**src/rtl/ram_port_arbiter.sv**
```systemverilog
// Two-requester arbiter in front of the single-port matrix RAM.
// Round-robin between the host loader (requester 0) and the multiply
// control unit (requester 1), with optional ownership locks for bursts
// and a watchdog that reclaims a lock whose owner stopped requesting.
module ram_port_arbiter #(
  parameter int data_w       = 32,
  parameter int ram_d        = 512,
  parameter int ram_add_w    = $clog2(ram_d),
  parameter int LOCK_TIMEOUT = 16,
  parameter int to_w         = $clog2(LOCK_TIMEOUT + 1)
) (
  input  logic                 clk,
  input  logic                 rst,
  input  logic                 req0_i,
  input  logic                 req1_i,
  input  logic                 we0_i,
  input  logic                 we1_i,
  input  logic [ram_add_w-1:0] addr0_i,
  input  logic [ram_add_w-1:0] addr1_i,
  input  logic [data_w-1:0]    wdata0_i,
  input  logic [data_w-1:0]    wdata1_i,
  input  logic                 lock0_i,
  input  logic                 lock1_i,
  output logic                 gnt0_o,
  output logic                 gnt1_o,
  output logic                 rvalid0_o,
  output logic                 rvalid1_o,
  output logic [data_w-1:0]    rdata_o,
  output logic                 ram_we_o,
  output logic [ram_add_w-1:0] ram_addr_o,
  output logic [data_w-1:0]    ram_w_data_o,
  input  logic [data_w-1:0]    ram_r_data_i,
  output logic [1:0]           owner_o,
  output logic                 lock_err_o
);

  // The encoding doubles as the owner output: 00 none, 01 req0, 10 req1.
  typedef enum logic [1:0] {
    IDLE  = 2'b00,
    LOCK0 = 2'b01,
    LOCK1 = 2'b10
  } state_t;

  // Watchdog fires on the LOCK_TIMEOUT-th consecutive idle cycle.
  localparam logic [to_w-1:0] WdLast = to_w'(LOCK_TIMEOUT - 1);

  state_t                 state_q, state_d;
  logic                   rLast_q, rLast_d;
  logic [to_w-1:0]        wdCnt_q, wdCnt_d;
  logic                   lockErr_q, lockErr_d;
  logic                   grant0, grant1;
  logic                   ramWe_q;
  logic [ram_add_w-1:0]   ramAddr_q;
  logic [data_w-1:0]      ramWData_q;
  logic                   rdPend0_q, rdPend1_q;
  logic                   rvalid0_q, rvalid1_q;

  // Grant selection, lock/watchdog next state and round-robin history.
  always_comb begin
    grant0    = 1'b0;
    grant1    = 1'b0;
    state_d   = state_q;
    rLast_d   = rLast_q;
    wdCnt_d   = '0;
    lockErr_d = 1'b0;
    case (state_q)
      IDLE: begin
        if (req0_i && req1_i) begin
          if (rLast_q) grant0 = 1'b1;
          else         grant1 = 1'b1;
        end else if (req0_i) begin
          grant0 = 1'b1;
        end else if (req1_i) begin
          grant1 = 1'b1;
        end
        if (grant0 && lock0_i)      state_d = LOCK0;
        else if (grant1 && lock1_i) state_d = LOCK1;
      end
      LOCK0: begin
        grant0 = req0_i;
        if (!lock0_i) begin
          state_d = IDLE;
        end else if (!req0_i) begin
          if (wdCnt_q == WdLast) begin
            state_d   = IDLE;
            lockErr_d = 1'b1;
            rLast_d   = 1'b0;
          end else begin
            wdCnt_d = wdCnt_q + 1'b1;
          end
        end
      end
      LOCK1: begin
        grant1 = req1_i;
        if (!lock1_i) begin
          state_d = IDLE;
        end else if (!req1_i) begin
          if (wdCnt_q == WdLast) begin
            state_d   = IDLE;
            lockErr_d = 1'b1;
            rLast_d   = 1'b1;
          end else begin
            wdCnt_d = wdCnt_q + 1'b1;
          end
        end
      end
      default: state_d = IDLE;
    endcase
    if (grant0)      rLast_d = 1'b0;
    else if (grant1) rLast_d = 1'b1;
  end

  // Arbitration state, round-robin history and watchdog registers.
  always_ff @(posedge clk) begin
    if (rst) begin
      state_q   <= IDLE;
      rLast_q   <= 1'b1;
      wdCnt_q   <= '0;
      lockErr_q <= 1'b0;
    end else begin
      state_q   <= state_d;
      rLast_q   <= rLast_d;
      wdCnt_q   <= wdCnt_d;
      lockErr_q <= lockErr_d;
    end
  end

  // Registered RAM command and the two-stage read-valid pipeline.
  always_ff @(posedge clk) begin
    if (rst) begin
      ramWe_q    <= 1'b0;
      ramAddr_q  <= '0;
      ramWData_q <= '0;
      rdPend0_q  <= 1'b0;
      rdPend1_q  <= 1'b0;
      rvalid0_q  <= 1'b0;
      rvalid1_q  <= 1'b0;
    end else begin
      rdPend0_q <= grant0 && !we0_i;
      rdPend1_q <= grant1 && !we1_i;
      rvalid0_q <= rdPend0_q;
      rvalid1_q <= rdPend1_q;
      if (grant0) begin
        ramWe_q    <= we0_i;
        ramAddr_q  <= addr0_i;
        ramWData_q <= wdata0_i;
      end else if (grant1) begin
        ramWe_q    <= we1_i;
        ramAddr_q  <= addr1_i;
        ramWData_q <= wdata1_i;
      end else begin
        ramWe_q <= 1'b0;
      end
    end
  end

  assign gnt0_o       = grant0;
  assign gnt1_o       = grant1;
  assign rvalid0_o    = rvalid0_q;
  assign rvalid1_o    = rvalid1_q;
  assign rdata_o      = ram_r_data_i;
  assign ram_we_o     = ramWe_q;
  assign ram_addr_o   = ramAddr_q;
  assign ram_w_data_o = ramWData_q;
  assign owner_o      = state_q;
  assign lock_err_o   = lockErr_q;

endmodule

```
**config.mk**
```make
export PLATFORM = sky130hd
export DESIGN_NAME = ram_port_arbiter
export DESIGN_NICKNAME = d
export VERILOG_FILES = /design/src/rtl/ram_port_arbiter.sv
export SDC_FILE = /design/constraint.sdc
export NUM_CORES = 1
export LEC_CHECK = 0
export CORE_MARGIN = 2
export CORE_UTILIZATION = 37
export CTS_BUF_LIST = sky130_fd_sc_hd__clkbuf_16
export DETAILED_ROUTE_END_ITERATION = 7
export PLACE_DENSITY = 0.87
export SYNTH_ARGS = -nofsm -noshare
export SYNTH_HDL_FRONTEND = slang
export SYNTH_SLANG_ARGS = --single-unit
export TNS_END_PERCENT = 5
```
**constraint.sdc**
```tcl
create_clock -name clk -period 2.17 [get_ports clk]
set_input_delay 0.3255 -clock clk [delete_from_list [all_inputs] [get_ports clk]]
set_output_delay 0.3255 -clock clk [all_outputs]
set_load 0.03 [all_outputs]
```
==> results.yml <==
finish:
  post-route-util: 0.5380
  finalNetCount: 577
  layout-drive-gt1-share: 0.2511
  fin_cells: 558
  area_growth_pct: 42.10
  antennaDiodeCount: 0
clock_network:
  cts_inserted_buffers: 5
  cts_hold_buf: 0
  cts_sinks: 55
  post_cts_buffers: 0
  clk_pin_slew_ns: 0.07
  cts_tree: "built"
  clock_latency_ns: 0.29
  htreeDepth: 2
  cts_root_buf: "clkbuf_16"
  clock_path_buffers: 2
detailed_routing:
  routed_wl_mm: 8.953
  wl_met1_mm: 3.580
  firstDrtPassIters: 4
  drc: 0
  routedWlPerCell_um: 16.04
  wl_met3_um: 565
  drtAntennaViolNets: 0
  vias: 2925
  drtIter0Drc: 80
  wl_met2_mm: 4.713
  viasPerCell: 5.242
  top_layer: "met4"
logic_synthesis:
  synth_adder_area_share: 0.02296
  syn_nets: 479
  synth_top_flop_cell: "dfxtp_1"
  netlist_instances: 351
  yosysSeqAreaShare: 0.3368
  synth_top_family_by_area: "simple AND/OR/NAND/NOR gates"
  syn_avg_cell_area_um2: 9.314
  async_flop_share: 0
  synth_compound_area_frac: 0.2384
  synth_mux_area_frac: 0
  yosys_warnings: 0
  yosysUniqueCellTypes: 46
  synth_area_mm2: 0.003269
  synth_seq_cells: 55
  yosys.area_share.simple: 0.2484
  synth_edf_count: 0
  synth_xor_area_frac: 0.005358
global_route:
  grt_pass1_vias: 3092
  grt_overflow: 0
  grt_pass1_wl_mm: 14.73
  grt_max_degree: 28
  grt_usage: 0.1842
  antenna_found_initial: 0
die:
  start_util: 0.3786
  die_width_um: 98
  rows: 34
  die_height_um: 98
  boundaryPins: 203
  die_area_mm2: 0.009604
  core_area_mm2: 0.008636
power:
  power-per-cell-area_mw_per_mm2: 1084
  vdd_drop_max_mv: 0.4806
  p_leak_nw: 1.608
  switching_share: 0.4254
  p_seq_frac: 0.281
  p_sw_mw: 2.143
  fin_total_pwr_mw: 5.037
  share_comb_of_total_power: 0.563
  intPower_mw: 2.894
  p_clk_frac: 0.156
critical_path:
  startpoint_type: "register"
  worstPathArrival_ns: 1.78
  reg2reg_slack_ns: 0.35
  rr_worst_depth: 7
  r2r_end: "ram_w_data_o[1]"
  crit_end: "gnt1_o"
  r2r_start: "owner_o[0]"
  critPathMaxFanout: 26
  end_kind: "output pin"
  cp_data_required_time_ns: 1.84
  critPathKind: "reg2out"
  critPathLaunch: "owner_o[0]"
placement:
  dp_cells: 550
  hpwl_mm: 6.669
  io_buffers: 138
  place.gp.congestion: 0.8422
timing:
  min_period_ns: 2.104
  hold_viol_final: 0
  clock.fmax_ghz: 0.4753
  whs_ns: 0.4612
  tns_ns: 0
  finClkSkew_ns: 0.007482
  finalSetupViolCount: 0
  rsz0062_at_grt: "no"
  relSlewSlack: 0.5393
  worstMarginPinSlew_ns: 0.6911
  fin_crit_sh: 0.9696
  slew_violations: 0
hold_path:
  hp-start: "wdCnt_q[4]"
  min-delay-path-class: "reg2reg"
flow_run:
  max_cap_viol_count: 0
run_status:
  status: "finished, final reports clean"
cells in the final DEF, fill, tap and decap left out, drive strengths merged, types with 2 or more instances in the layout:
cell             n
nor2b            3
and3             2
a311oi          42
clkinv           2
o21ai            3
nand2b           2
clkbuf           5
a21oi            2
dfxtp           55
o221ai           2
nand2           89
clkdlybuf4s50  135
nor2             3
nor3            46
ha               6
inv              9
buf             17
nand3            7
stage by stage:
| step | instance area (um2) | worst slack (ns) |
|---|---|---|
| finish | 4646 | 0.06591 |
| global route | 4646 | 0.009262 |
| CTS | 4633 | 0.03250 |
| detailed placement | 4488 | 0.1032 |
| global placement | 4488 | 0.1523 |
| floorplan | 3269 | 0.1692 |
flip-flops by register name, indices dropped and copies added (netlist names):
register	cells
rvalid1_o	1
ram_we_o	1
lock_err_o	1
rdPend0_q	1
rLast_q	1
rdPend1_q	1
rvalid0_o	1
ram_addr_o	9
wdCnt_q	5
ram_w_data_o	32
owner_o	2
worst min-delay path by stage:
stage	end	slack [ns]	depth (start not counted)
after global routing	wdCnt_q[0]	0.48	1
after detailed placement	wdCnt_q[4]	0.44	2
after global placement	wdCnt_q[4]	0.43	2
after CTS	wdCnt_q[4]	0.45	2
after floorplan	rdPend0_q	0.40	1
final	wdCnt_q[4]	0.46	2
synthesized netlist by cell type (2+ instances only):
cell type / number / area [um2]
buf_2: 7 / 35.03
ha_1: 6 / 75.07
nand2_2: 38 / 237.7
o221ai_1: 2 / 17.52
buf_12: 4 / 80.08
nor2_1: 3 / 11.26
nand2_1: 51 / 191.4
o21ai_0: 2 / 10.01
inv_1: 6 / 22.52
dfxtp_1: 55 / 1101
a311oi_1: 3 / 26.28
nand3_1: 7 / 35.03
nor3_1: 46 / 230.2
and3_1: 2 / 12.51
a311oi_2: 39 / 585.6
nor2b_1: 3 / 18.77
clkbuf_1: 12 / 45.04
inv_2: 2 / 7.510
buf_4: 36 / 270.3
what timing repair did:
item	4_1_cts	5_1_grt
gates resized for setup	2	2
endpoints found under the setup margin	1	1
hold endpoints to repair	0	0
per-layer routing:
layer,track usage,up-vias
met2,0.3404,102
met3,0.04868,14
met5,0,-
met4,0.04167,0
li1,-,1407
met1,0.2115,1402
cells by family (layout without fill, tap and decap cells):
| family | after synthesis | after routing |
|---|---|---|
| simple gates | 159 | 159 |
| buf+inv | 70 | 169 |
| compound gates | 59 | 59 |
| flops | 55 | 55 |
| fa+ha+maj | 6 | 6 |
| xor+xnor | 2 | 2 |
worst max-delay path: stages (launching register included):
cell and delay, ns:
dfxtp_2 0.38, inv_1 0.11, ha_4 0.21, a21boi_4 0.15, o21ai_4 0.19, clkinv_4 0.10, buf_12 0.18, buf_12 0.15
power by group through the flow:
stage                     registers, mW  clock network [mW]  logic (mW)
final                              1.42               0.787        2.83
after global routing               1.45               0.838        3.02
after CTS                          1.42               0.805        2.83
after detailed placement           1.43                   0        2.82
after global placement             1.43                   0        2.75
after floorplan                    1.88                   0        1.52
cell type report:
cell class              instances  area (um2)
fillers                       758        3990
multi-input cells             226        1702
repair buffers                152        1526
flip-flops and latches         55        1102
well taps                     108       135.1
clock buffers                   5       125.1
inverters                       9       38.79
clock inverters                 3       16.27
No activity file was read; power rests on OpenSTA's default activity.
